[src/rtl/mem_wr_ctrl_pkg.sv]
// rtl/mem_wr_ctrl_pkg.sv - shared AXI response codes and write FSM states
package mem_wr_ctrl_pkg;

    localparam logic [1:0] BRESP_OKAY   = 2'b00;
    localparam logic [1:0] BRESP_SLVERR = 2'b10;
    localparam logic [1:0] BRESP_DECERR = 2'b11;

    typedef enum logic [1:0] {
        ST_IDLE = 2'd0,
        ST_REQ  = 2'd1,
        ST_RESP = 2'd2
    } wr_state_e;

endpackage

[src/rtl/mem_wr_ctrl_store_fifo.sv]
// rtl/mem_wr_ctrl_store_fifo.sv - store buffer FIFO with registered count
module store_fifo #(
    parameter int  DEPTH = 4,
    parameter int  W     = 8,
    localparam int PW    = $clog2(DEPTH),
    localparam int CW    = PW + 1
) (
    input  logic          clk_i,
    input  logic          rst_ni,
    input  logic          push_i,
    input  logic          pop_i,
    input  logic [W-1:0]  din_i,
    output logic [W-1:0]  head_o,
    output logic [CW-1:0] count_o
);

    logic [W-1:0]  mem_q [DEPTH];
    logic [PW-1:0] wr_ptr_q;
    logic [PW-1:0] rd_ptr_q;
    logic [CW-1:0] count_q;

    // DEPTH is a power of two, so pointers wrap by plain overflow
    always_ff @(posedge clk_i or negedge rst_ni) begin
        if (!rst_ni) begin
            wr_ptr_q <= '0;
            rd_ptr_q <= '0;
            count_q  <= '0;
        end else begin
            if (push_i) wr_ptr_q <= wr_ptr_q + PW'(1);
            if (pop_i)  rd_ptr_q <= rd_ptr_q + PW'(1);
            case ({push_i, pop_i})
                2'b10:   count_q <= count_q + CW'(1);
                2'b01:   count_q <= count_q - CW'(1);
                default: count_q <= count_q;
            endcase
        end
    end

    always_ff @(posedge clk_i) begin
        if (push_i) mem_q[wr_ptr_q] <= din_i;
    end

    assign head_o  = mem_q[rd_ptr_q];
    assign count_o = count_q;

endmodule

[src/rtl/mem_wr_ctrl.sv]
// rtl/mem_wr_ctrl.sv - buffered store issue on AXI4-Lite AW/W/B; MEM_WR_ERR_EN adds WR_ERR/WR_ERR_ADDR
module mem_wr_ctrl
    import mem_wr_ctrl_pkg::*;
#(
    parameter int DEPTH = 4,
    parameter int AW    = 32
) (
    input  logic          CLK,
    input  logic          RSTN,
    input  logic          HOLD,
    input  logic          M_VALID,
    input  logic          M_STORE_WREN,
    input  logic [AW-1:0] M_STORE_ADDR,
    input  logic [3:0]    M_STORE_STRB,
    input  logic [31:0]   M_STORE_DATA,
    output logic          STALL,
    output logic          EMPTY,
    output logic [AW-1:0] AWADDR,
    output logic          AWVALID,
    input  logic          AWREADY,
    output logic [31:0]   WDATA,
    output logic [3:0]    WSTRB,
    output logic          WVALID,
    input  logic          WREADY,
    input  logic [1:0]    BRESP,
    input  logic          BVALID,
    output logic          BREADY
`ifdef MEM_WR_ERR_EN
    ,
    output logic          WR_ERR,
    output logic [AW-1:0] WR_ERR_ADDR
`endif
);

    localparam int CW = $clog2(DEPTH) + 1;
    localparam int EW = (AW - 2) + 4 + 32;
    localparam logic [CW-1:0] FULL_CNT = CW'(DEPTH);

    wr_state_e     state_q, state_d;
    logic          awvalid_q, awvalid_d;
    logic          wvalid_q, wvalid_d;
    logic          bready_q, bready_d;
    logic [AW-1:0] awaddr_q, awaddr_d;
    logic [31:0]   wdata_q, wdata_d;
    logic [3:0]    wstrb_q, wstrb_d;

    logic          req, push, pop;
    logic [EW-1:0] entry, head;
    logic [CW-1:0] count;

    assign req   = M_VALID & M_STORE_WREN & (M_STORE_STRB != 4'b0000);
    // Full is judged on the registered count: a same-cycle pop never frees the slot
    assign push  = req & ~HOLD & (count != FULL_CNT);
    assign STALL = req & (count == FULL_CNT);
    assign EMPTY = (count == '0) & (state_q == ST_IDLE);
    assign entry = {M_STORE_ADDR[AW-1:2], M_STORE_STRB, M_STORE_DATA};

    store_fifo #(.DEPTH(DEPTH), .W(EW)) u_fifo (
        .clk_i   (CLK),
        .rst_ni  (RSTN),
        .push_i  (push),
        .pop_i   (pop),
        .din_i   (entry),
        .head_o  (head),
        .count_o (count)
    );

    always_comb begin
        state_d   = state_q;
        awvalid_d = awvalid_q;
        wvalid_d  = wvalid_q;
        bready_d  = bready_q;
        awaddr_d  = awaddr_q;
        wdata_d   = wdata_q;
        wstrb_d   = wstrb_q;
        pop       = 1'b0;
        case (state_q)
            ST_IDLE: begin
                if (count != '0) begin
                    awaddr_d  = {head[EW-1 -: AW-2], 2'b00};
                    wstrb_d   = head[35:32];
                    wdata_d   = head[31:0];
                    awvalid_d = 1'b1;
                    wvalid_d  = 1'b1;
                    state_d   = ST_REQ;
                end
            end
            ST_REQ: begin
                if (AWREADY) awvalid_d = 1'b0;
                if (WREADY)  wvalid_d  = 1'b0;
                if ((~awvalid_q | AWREADY) & (~wvalid_q | WREADY)) begin
                    bready_d = 1'b1;
                    state_d  = ST_RESP;
                end
            end
            ST_RESP: begin
                if (BVALID) begin
                    pop      = 1'b1;
                    bready_d = 1'b0;
                    state_d  = ST_IDLE;
                end
            end
            default: state_d = ST_IDLE;
        endcase
    end

    always_ff @(posedge CLK or negedge RSTN) begin
        if (!RSTN) begin
            state_q   <= ST_IDLE;
            awvalid_q <= 1'b0;
            wvalid_q  <= 1'b0;
            bready_q  <= 1'b0;
            awaddr_q  <= '0;
            wdata_q   <= '0;
            wstrb_q   <= '0;
        end else begin
            state_q   <= state_d;
            awvalid_q <= awvalid_d;
            wvalid_q  <= wvalid_d;
            bready_q  <= bready_d;
            awaddr_q  <= awaddr_d;
            wdata_q   <= wdata_d;
            wstrb_q   <= wstrb_d;
        end
    end

    assign AWADDR  = awaddr_q;
    assign AWVALID = awvalid_q;
    assign WDATA   = wdata_q;
    assign WSTRB   = wstrb_q;
    assign WVALID  = wvalid_q;
    assign BREADY  = bready_q;

`ifdef MEM_WR_ERR_EN
    logic          wr_err_q;
    logic [AW-1:0] wr_err_addr_q;
    logic          unused_lsb;

    // awaddr_q still holds the failing store's address while in RESP
    always_ff @(posedge CLK or negedge RSTN) begin
        if (!RSTN) begin
            wr_err_q      <= 1'b0;
            wr_err_addr_q <= '0;
        end else if ((state_q == ST_RESP) && BVALID && (BRESP != BRESP_OKAY) && !wr_err_q) begin
            wr_err_q      <= 1'b1;
            wr_err_addr_q <= awaddr_q;
        end
    end

    assign WR_ERR      = wr_err_q;
    assign WR_ERR_ADDR = wr_err_addr_q;
    assign unused_lsb  = ^M_STORE_ADDR[1:0];
`else
    logic unused_lsb;
    assign unused_lsb = ^{M_STORE_ADDR[1:0], BRESP};
`endif

endmodule
[config.mk]
export PLATFORM = sky130hd
export DESIGN_NAME = mem_wr_ctrl
export DESIGN_NICKNAME = d
export VERILOG_FILES = /design/src/rtl/mem_wr_ctrl_pkg.sv /design/src/rtl/mem_wr_ctrl_store_fifo.sv /design/src/rtl/mem_wr_ctrl.sv
export SDC_FILE = /design/constraint.sdc
export NUM_CORES = 1
export LEC_CHECK = 0
export BUFFER_PORTS_ARGS = -buffer_cell sky130_fd_sc_hd__buf_2
export CORE_MARGIN = 10
export CORE_UTILIZATION = 62
export CTS_CLUSTER_SIZE = 24
export DETAILED_ROUTE_END_ITERATION = 7
export PLACE_DENSITY = 0.84
export SLEW_MARGIN = 25
export SYNTH_ARGS = -nofsm -noshare
export SYNTH_HDL_FRONTEND = slang
export SYNTH_SLANG_ARGS = --single-unit
[constraint.sdc]
create_clock -name CLK -period 4.6 [get_ports CLK]
set_input_delay 0.46 -clock CLK [delete_from_list [all_inputs] [get_ports CLK]]
set_output_delay 0.46 -clock CLK [all_outputs]
set_load 0.02 [all_outputs]
==> flow_metrics.tcl, run 1 <==
set metrics [dict create \
    status "completed" \
    yosysSeqAreaShare 0.7800 \
    grt_usage 0.1837 \
    cts_tree "yes" \
    post_cts_buffers 0 \
    use_met1 0.2307 \
    grt_pass1_vias 6556 \
    grt_start_max_net_pins 68 \
    synth_top_area_share 0.6259 \
    path_cells "nor2_1 > a2111oi_4 > and2_4" \
    ys_types 30 \
    holdPathStages 1 \
    finalHoldViolCount 0 \
    cp.required_ns 4.72 \
    n_fill_cell 1130 \
    slew_violations 0 \
    cpLargestDelayFamily "simple AND/OR/NAND/NOR gates" \
    rows 52 \
    worstPathMaxFanout 66 \
    totalWireLength_microns 23940 \
    avgSynthCellArea_sq_um 22.95 \
    grtUsageMet3 0.05334 \
    syn2layout_area_growth_pct 16.87 \
    crit_slowest_cell "and2_4" \
    path_buf_inv 0 \
    maxCapViolations 0 \
    critPathMaxStageDelay_ns 0.91 \
    arrival_ns 2.60 \
    gp_congestion 0.7405 \
    hold_class "input pin to flop" \
    design_power_total_mw 9.599 \
    cp-start-kind "flop" \
    vias 5862 \
    antenna_left 0 \
    wire_per_inst_microns 23.63 \
    overflow 0 \
    cts_buffer_depth 3 \
    power.density_mw_per_mm2 648.4 \
    routed_via_density 5.787 \
    grt_pass1_wl_microns 37540 \
    fin_skew_ns 0.01280 \
    clock.fmax_mhz 402.7 \
    io_buffers 144 \
    dpl.cell_count 946 \
    final_cells 1013 \
    cts_hold_buf 1 \
    rr_worst_depth 3 \
    setup_viol 0 \
    initial_core_util 0.6280 \
    synth_area_leader_cell "edfxtp_1" \
    layout_min_cycle_time_ns 2.483 \
    timing_worst_setup_path_type "flop to flop" \
    use_met2 0.3088 \
    io_pins 151 \
    cts.sinks 342 \
    whs_ns 0.1719 \
    place_area_sq_mm 0.01363 \
    path_clk_slew_ns 0.06 \
    die_w_microns 162.9 \
    tightestPinTransition_ns 1.020 \
    post_cts_resized 0 \
    h-tree-depth 2 \
    synthesis.area_sq_mm 0.01267 \
    first_pass_iters 4 \
    core_area_sq_mm 0.02017 \
    crit_path_end_kind "flop" \
    setup_tns_ns 0 \
    fin_crit_sh 0.5398 \
    slew_headroom 0.3203 \
    die_h_microns 162.9 \
    dieArea_sq_mm 0.02655 \
    syn_inst 552 \
    peakVddDrop_mv 0.4925 \
    drt-initial-drc-count 431 \
    cts_buffers 34 \
    p_leak_nw 5.308 \
    layout.nets 800 \
    cts_root_buffer "clkbuf_16" \
    drc 0 \
    antenna_found_initial 6 \
    cp_num_cells 3 \
    post-route-cell-area_sq_mm 0.01480 \
    yosysWarnings 0 \
    ys_top_cells_by_area "edfxtp_1, dfrtp_1, mux4_2" \
    worstSkewPairLatency_ns 0.50 \
    drive_above_1_share 0.4629 \
    synth-seq-cells 342 \
    rsz0062_at_grt "no" \
    dp_hpwl_microns 14170 \
    grt-busiest-layer "met2" \
]
[cell usage after synthesis]
| cell | number |
|---|---|
| ha_1 | 5 |
| buf_12 | 1 |
| buf_1 | 1 |
| a221oi_1 | 1 |
| fa_1 | 1 |
| nor4_1 | 1 |
| nand2_1 | 6 |
| edfxtp_1 | 264 |
| clkbuf_1 | 6 |
| a22oi_1 | 1 |
| buf_4 | 3 |
| and3b_1 | 1 |
| nor2_1 | 3 |
| or3_1 | 1 |
| and2_1 | 4 |
| buf_6 | 6 |
| dfrtp_1 | 78 |
| o21ai_0 | 3 |
| mux4_2 | 66 |
| conb_1 | 1 |
| buf_2 | 8 |
| o21ba_2 | 1 |
| inv_1 | 6 |
| a21o_1 | 1 |
| a2111oi_4 | 1 |
| a21oi_1 | 5 |
| mux2_2 | 68 |
| xor2_1 | 2 |
| xnor2_1 | 4 |
| nor3_1 | 3 |
[through the flow]
| step | setup slack [ns] | utilization |
|---|---|---|
| global placement | 2.044 | 0.6744 |
| detailed placement | 1.977 | 0.6757 |
| global route | 1.979 | 0.7337 |
| finish | 2.117 | 0.7339 |
| CTS | 2.031 | 0.7303 |
| floorplan | 1.551 | - |
[worst paths after layout]
kind / slack [ns] / from / end
setup reg to reg: 2.12 / u_fifo.count_o[0] / u_fifo.mem_q[3][19]
setup / recovery: 2.12 / u_fifo.count_o[0] / u_fifo.mem_q[3][19]
max in group asynchronous: 3.06 / RSTN / AWADDR[2]
min in group asynchronous: 0.51 / RSTN / AWADDR[21]
hold / removal: 0.17 / M_STORE_ADDR[16] / u_fifo.mem_q[1][50]
hold reg to reg: 0.50 / WDATA[16] / WDATA[16]
[state kept, by name, summed over array words and instances, names as in the netlist]
| register | count |
|---|---|
| u_fifo.wr_ptr_q | 2 |
| u_fifo.rd_ptr_q | 2 |
| WSTRB | 4 |
| state_q | 2 |
| u_fifo.mem_q | 264 |
| WVALID | 1 |
| AWVALID | 1 |
| BREADY | 1 |
| WDATA | 32 |
| AWADDR | 30 |
| u_fifo.count_o | 3 |
[where the power goes]
part	switching, mW	internal, mW	leakage [nW]
Combinational	1.28	1.36	1.49
Clock	1.08	1.58	0.521
Sequential	0.456	3.84	3.30
[metal layers]
metal,up-vias,share of wire,routed length (microns)
met5,-,0.0017,41
met4,6,0.017,416
met3,41,0.069,1662
met2,174,0.51,12180
met1,3078,0.40,9645
li1,2563,-,-
[cells in the final DEF (no fill, tap or decap), drive strengths merged, types with 5 or more instances in the layout]
| master | netlist | final |
|---|---|---|
| a21oi | 5 | 5 |
| buf | 19 | 151 |
| clkbuf | 6 | 48 |
| clkinv | 0 | 6 |
| dfrtp | 78 | 78 |
| edfxtp | 264 | 264 |
| ha | 5 | 5 |
| inv | 6 | 7 |
| mux2 | 68 | 68 |
| mux4 | 66 | 66 |
| nand2 | 6 | 6 |
[cells by family after synthesis]
logic type,after synthesis,synth area share
muxes,134,0.1778
other,1,0.0002961
buffers and inverters,31,0.01571
and+or+nand+nor,19,0.007508
xor gates and xnor gates,6,0.004149
DFF,342,0.7800
AOI/OAI and AO/OA,13,0.008002
adders and majority gates,6,0.006520
[cell type report]
cell class / instances / area (sq um) / share of cell area
antenna: 2 / 5.005 / 0.0003381
timing repair buffer: 152 / 843.3 / 0.05697
sequential: 342 / 9887 / 0.6679
multi-input combinational: 180 / 2618 / 0.1768
inverter: 6 / 22.52 / 0.001521
clock inverter: 13 / 125.1 / 0.008452
clock buffer: 48 / 964.7 / 0.06517
tap: 270 / 337.8 / 0.02282
Note: power is estimated with default switching activity, not from simulation.
==> inputs of run 2 (changes only) <==
--- a/config.mk
+++ b/config.mk
@@ -5,12 +5,13 @@
 export SDC_FILE = /design/constraint.sdc
 export NUM_CORES = 1
 export LEC_CHECK = 0
+export ABC_AREA = 1
 export BUFFER_PORTS_ARGS = -buffer_cell sky130_fd_sc_hd__buf_2
 export CORE_MARGIN = 10
-export CORE_UTILIZATION = 62
+export CORE_UTILIZATION = 53
 export CTS_CLUSTER_SIZE = 24
 export DETAILED_ROUTE_END_ITERATION = 7
-export PLACE_DENSITY = 0.84
+export PLACE_DENSITY = 0.76
 export SLEW_MARGIN = 25
 export SYNTH_ARGS = -nofsm -noshare
 export SYNTH_HDL_FRONTEND = slang
==> constraint.sdc (replaced) <==
create_clock -name CLK -period 2 [get_ports CLK]
set_input_delay 0.2 -clock CLK [delete_from_list [all_inputs] [get_ports CLK]]
set_output_delay 0.2 -clock CLK [all_outputs]
set_load 0.02 [all_outputs]
==> flow_metrics.tcl, run 2 <==
set metrics [dict create \
    grt_usage 0.1775 \
    routed_via_density 4.966 \
    fin_crit_sh 0.9452 \
    grt_pass1_wl_microns 47190 \
    crit_path_end_kind "flop" \
    cpLargestDelayFamily "buffers and inverters" \
    overflow 0 \
    ys_types 24 \
    cts_root_buffer "clkbuf_16" \
    synth_top_area_share 0.5835 \
    slew_violations 0 \
    finalHoldViolCount 0 \
    yosysSeqAreaShare 0.7272 \
    clock.fmax_mhz 529.0 \
    synth_area_leader_cell "edfxtp_1" \
    design_power_total_mw 23.46 \
    place_area_sq_mm 0.01480 \
    wire_per_inst_microns 16.03 \
    synth-seq-cells 342 \
    avgSynthCellArea_sq_um 10.75 \
    hold_end "u_fifo.wr_ptr_q[1]" \
    crit_slowest_cell "dlygate4sd3_1" \
    path_buf_inv 3 \
    largest_reg_flops 264 \
    yosysWarnings 0 \
    synth_most_common_cell "nand2_1" \
    grt_pass1_vias 9214 \
    dieArea_sq_mm 0.03244 \
    whs_ns 0.06458 \
    r2r_end "u_fifo.count_o[1]" \
    h-tree-depth 2 \
    n_fill_cell 1853 \
    maxCapViolations 0 \
    p_leak_nw 7.497 \
    crit_start "M_STORE_STRB[1]" \
    regMostFlops "u_fifo.mem_q" \
    power.density_mw_per_mm2 1414 \
    rr_worst_depth 6 \
    path_cells "dlygate4sd3_1 > buf_2 > nor2_1 > a21oi_1 > buf_4 > nand2_4 > ha_1 > fa_1 > mux2_2" \
    path_clk_slew_ns 0.06 \
    synthTopCellsByCount "nand2_1, edfxtp_1, dfrtp_1, buf_2, buf_4" \
    fin_skew_ns 0.01185 \
    yosys_most_used_dff "edfxtp_1" \
    critPathMaxStageDelay_ns 0.55 \
    synth_edf_count 264 \
    synth-async-reset-ratio 0.2281 \
    dp_hpwl_microns 17390 \
    cts_buffers 35 \
    worstSkewPairLatency_ns 0.50 \
    die_w_microns 180.1 \
    post_cts_buffers 0 \
    ys_top_cells_by_area "edfxtp_1, nand2_1, dfrtp_1" \
    r2r_slack_ns 0.15 \
    arrival_ns 2.27 \
    cp.required_ns 2.37 \
    io_buffers 144 \
    worstPathMaxFanout 5 \
    rows 58 \
    drive_above_1_share 0.1546 \
    syn_inst 1264 \
    final_cell_mix "nand2_1, edfxtp_1, buf_2, dfrtp_1, dlygate4sd3_1" \
    cts_tree "yes" \
    core_area_sq_mm 0.02518 \
    totalWireLength_microns 29450 \
    peakVddDrop_mv 0.9441 \
    syn2layout_area_growth_pct 22.18 \
    holdPathStages 4 \
    drt-initial-drc-count 614 \
    synthesis.area_sq_mm 0.01359 \
    die_h_microns 180.1 \
    hp-start "HOLD" \
    antenna_left 0 \
    grt_start_max_net_pins 73 \
    status "completed" \
    pre_cts_ws_ns 0.1635 \
    final_common_cell "nand2_1" \
    layout.nets 1565 \
    post_cts_resized 0 \
    cts_buffer_depth 3 \
    first_pass_iters 4 \
    antenna_cells 0 \
    antenna_found_initial 0 \
    drc 0 \
    vias 9123 \
    hold_class "input pin to flop" \
    gp_congestion 0.7720 \
    io_pins 151 \
    timing.rr.start "u_fifo.count_o[0]" \
    timing_worst_setup_path_type "input pin to flop" \
    layout_min_cycle_time_ns 1.890 \
    rsz0062_at_grt "no" \
    setup_viol 0 \
    cts.sinks 342 \
    cp-start-kind "input pin" \
    initial_core_util 0.5395 \
    post-route-cell-area_sq_mm 0.01660 \
    setup_ws_ns 0.1096 \
]
run 2: through the flow:
stage	utilization	cells	setup TNS, ns
4_1_cts	0.6591	1837	0
3_5_place_dp	0.5876	1704	0
2_1_floorplan	-	1265	-59.21
6_report	0.6591	1837	0
3_3_place_gp	0.5876	1704	0
5_1_grt	0.6591	1837	0
run 2: layout make-up:
cell class / instances / area, sq um / area share
multi-input combinational: 847 / 3351 / 0.2019
clock inverter: 10 / 75.07 / 0.004523
inverter: 16 / 62.56 / 0.003769
sequential: 342 / 9884 / 0.5955
clock buffer: 53 / 1026 / 0.06181
tap: 330 / 412.9 / 0.02488
timing repair buffer: 239 / 1787 / 0.1076
run 2: cells by family (layout without fill, tap and decap cells):
group,Yosys count,after routing,synth area share
xor gates and xnor gates,4,4,0.002579
DFF,342,342,0.7272
and+or+nand+nor,828,828,0.2294
other,1,2,0.0002760
buffers and inverters,76,318,0.03094
AOI/OAI and AO/OA,6,6,0.002670
muxes,1,1,0.0008288
adders and majority gates,6,6,0.006079
run 2: worst reg2reg max path, delay by kind of cell (launching register included):
kind                     cells  cell delay (ns)
adder cells (fa/ha/maj)      2             0.67
flip-flops                   1             0.44
multiplexers                 1             0.27
AO/OA/AOI/OAI                1             0.20
AND/OR/NAND/NOR              2             0.14
run 2: report_power, final:
| part | switching, mW | total, mW | internal, mW |
|---|---|---|---|
| sequential | 0.497 | 9.23 | 8.73 |
| clock | 2.49 | 6.16 | 3.67 |
| combinational | 5.61 | 8.07 | 2.47 |
run 2: per-layer routing:
| layer | routed length (microns) | vias to the layer above | track usage |
|---|---|---|---|
| met5 | 0 | - | 0 |
| met2 | 14880 | 256 | 0.3122 |
| met4 | 786 | 0 | 0.05610 |
| met3 | 1636 | 55 | 0.03675 |
| met1 | 12150 | 4328 | 0.2144 |
| li1 | - | 4484 | - |
run 2: how the worst max path moves through the flow:
stage / cells after the start / end / slack, ns
2_1_floorplan: 4 / u_fifo.mem_q[0][0] / -0.24
3_3_place_gp: 9 / u_fifo.count_o[2] / 0.16
3_5_place_dp: 9 / u_fifo.count_o[2] / 0.16
4_1_cts: 7 / STALL / 0.11
5_1_grt: 12 / u_fifo.count_o[2] / 0.005
6_report: 9 / u_fifo.count_o[1] / 0.11
run 2: timing repair:
action                                  CTS  global route
hold buffers                             70             0
endpoints found under the setup margin    0             1
endpoints found under the hold margin   299             0
==> inputs of run 3 (changes only) <==
--- a/config.mk
+++ b/config.mk
@@ -12,7 +12,9 @@
 export CTS_CLUSTER_SIZE = 24
 export DETAILED_ROUTE_END_ITERATION = 7
 export PLACE_DENSITY = 0.76
+export SKIP_CTS_REPAIR_TIMING = 1
 export SLEW_MARGIN = 25
 export SYNTH_ARGS = -nofsm -noshare
 export SYNTH_HDL_FRONTEND = slang
+export SYNTH_HIERARCHICAL = 1
 export SYNTH_SLANG_ARGS = --single-unit
==> flow_metrics.tcl, run 3 <==
set metrics [dict create \
    status "completed" \
    totalWireLength_microns 30360 \
    wire_per_inst_microns 17.57 \
    worstPathMaxFanout 3 \
    crit_path_end_kind "flop" \
    worstSkewPairLatency_ns 0.50 \
    cp-start-kind "flop" \
    path_buf_inv 2 \
    p_comb_frac 0.360 \
    slew_violations 0 \
    p_leak_nw 7.298 \
    cpLargestDelayFamily "simple AND/OR/NAND/NOR gates" \
    synth-seq-cells 342 \
    regMostFlops "u_fifo/mem_q" \
    cts_buffers 34 \
    fin_crit_sh 0.9062 \
    synth_edf_count 264 \
    path_clk_slew_ns 0.06 \
    critPathMaxStageDelay_ns 0.40 \
    cts_tree "yes" \
    p_sw_frac 0.3655 \
    ys_types 25 \
    maxCapViolations 0 \
    power.density_mw_per_mm2 1436 \
    rows 59 \
    yosysSeqAreaShare 0.6981 \
    overflow 0 \
    largest_reg_flops 264 \
    setup_viol 0 \
    synth_most_common_cell "nand2_1" \
    avgSynthCellArea_sq_um 12.32 \
    cp.required_ns 2.39 \
    ys_top_cells_by_area "edfxtp_1, dfrtp_1, nand2_1" \
    slew_headroom 0.5817 \
    crit_top_cell "nand2_1" \
    vias 9061 \
    drc 0 \
    synth_top_area_share 0.5602 \
    tightestPinTransition_ns 0.6274 \
    h-tree-depth 2 \
    peakVddDrop_mv 0.8480 \
    drt-initial-drc-count 622 \
    syn2layout_area_growth_pct 20.46 \
    gp_congestion 0.7784 \
    power_frac_seq 0.389 \
    syn_inst 1149 \
    synth_area_leader_cell "edfxtp_1" \
    antenna_found_initial 1 \
    die_w_microns 183.4 \
    n_fill_cell 1899 \
    final_common_cell "nand2_1" \
    cts.sinks 342 \
    arrival_ns 2.21 \
    yosys_most_used_dff "edfxtp_1" \
    whs_ns 0.006503 \
    synthTopCellsByCount "nand2_1, edfxtp_1, inv_1, o211ai_1, dfrtp_1" \
    dp_hpwl_microns 18220 \
    antenna_left 0 \
    final_cell_mix "nand2_1, edfxtp_1, inv_1, buf_2, o211ai_1" \
    pre_cts_ws_ns 0.1934 \
    grt_pass1_vias 8924 \
    clock_power_share 0.251 \
    die_h_microns 183.4 \
    timing_worst_setup_path_type "flop to flop" \
    initial_core_util 0.5415 \
    fin_skew_ns 0.01116 \
    grt_start_max_net_pins 67 \
    cts_root_buffer "clkbuf_16" \
    setup_ws_ns 0.1877 \
    io_buffers 144 \
    path_cells "nor2_2 > nand2_1 > nand2_1 > nor2_1 > inv_1 > ha_1 > inv_1 > fa_1 > nand2_1 > nand3_1 > nand2_1 > nand2_1" \
    io_pins 151 \
    switchingPower_mw 8.949 \
    place_area_sq_mm 0.01528 \
    drive_above_1_share 0.2091 \
    cts_buffer_depth 3 \
    routed_via_density 5.244 \
    synth-async-reset-ratio 0.2281 \
    rsz0062_at_grt "no" \
    post-route-cell-area_sq_mm 0.01705 \
    first_pass_iters 5 \
    layout.nets 1451 \
    crit_slowest_cell "dfrtp_1" \
    finalHoldViolCount 0 \
    layout_min_cycle_time_ns 1.812 \
    grt_usage 0.1756 \
    hold_class "input pin to flop" \
    core_area_sq_mm 0.02613 \
    synthesis.area_sq_mm 0.01415 \
    clock.fmax_mhz 551.8 \
    grt_pass1_wl_microns 46880 \
    yosysWarnings 6 \
    p_int_mw 15.53 \
    dieArea_sq_mm 0.03364 \
]
run 3: cell types whose count changed after synthesis, sizes merged, moves of 5 or more:
cell / before / now
buf: 50 / 61
inv: 16 / 154
nand2: 813 / 358
nand3: 3 / 68
o211ai: 0 / 132
o21ai: 1 / 6
run 3: layout make-up:
class / instances / area (sq um) / area share
Timing Repair Buffer: 249 / 1919 / 0.1126
Antenna cell: 1 / 2.502 / 0.0001468
Multi-Input combinational cell: 586 / 3142 / 0.1843
Sequential cell: 342 / 9888 / 0.5801
Tap cell: 335 / 419.2 / 0.02459
Clock buffer: 49 / 968.4 / 0.05681
Inverter: 154 / 594.3 / 0.03487
Clock inverter: 12 / 112.6 / 0.006606
run 3: per-stage QoR:
step / std cells / util / TNS, ns / power [mW]
floorplan: 1150 / - / -65.94 / 16.11
global placement: 1598 / 0.5847 / 0 / 18.15
detailed placement: 1598 / 0.5847 / 0 / 18.45
CTS: 1659 / 0.6261 / 0 / 24.60
global route: 1728 / 0.6523 / 0 / 26.02
finish: 1728 / 0.6523 / 0 / 24.48
run 3: layer usage:
layer  up-vias  global-route usage  routed length, microns
met5         -                   0                       0
met4         0             0.06230                     675
met3        54             0.03814                    1764
met2       253              0.3070                   15720
met1      4431              0.2099                   12210
li1       4323                   -                       -
run 3: worst paths after layout:
check | from | to | slack (ns) | cells after the start
worst max-delay path | u_fifo/count_o[1] | u_fifo/count_o[2] | 0.19 | 12
worst min-delay path | WREADY | WVALID | 0.007 | 4
worst max register to register | u_fifo/count_o[1] | u_fifo/count_o[2] | 0.19 | 12
worst min register to register | WDATA[20] | WDATA[20] | 0.46 | 2
max in group asynchronous | RSTN | WDATA[31] | 1.17 | 3
min in group asynchronous | RSTN | AWADDR[12] | 0.16 | 2
run 3: tightest hold or removal path, cell delays in order:
cell and delay [ns]:
buf_2 0.09, inv_1 0.05, o21ai_0 0.08, nand2_1 0.05
run 3: cell families after synthesis:
family | Yosys count | share of synthesized area
adder cells (fa/ha/maj) | 6 | 0.005836
other | 1 | 0.0002650
AND/OR/NAND/NOR | 436 | 0.1228
AO/OA/AOI/OAI | 138 | 0.08948
XOR/XNOR | 4 | 0.002476
flip-flops | 342 | 0.6981
buffers and inverters | 222 | 0.08099
run 3: power groups by stage:
stage	logic [mW]	registers, mW	clock network [mW]
floorplan	5.85	10.3	0
global placement	8.55	9.60	0
detailed placement	8.81	9.64	0
CTS	8.85	9.51	6.25
global route	9.83	9.63	6.56
finish	8.82	9.51	6.15
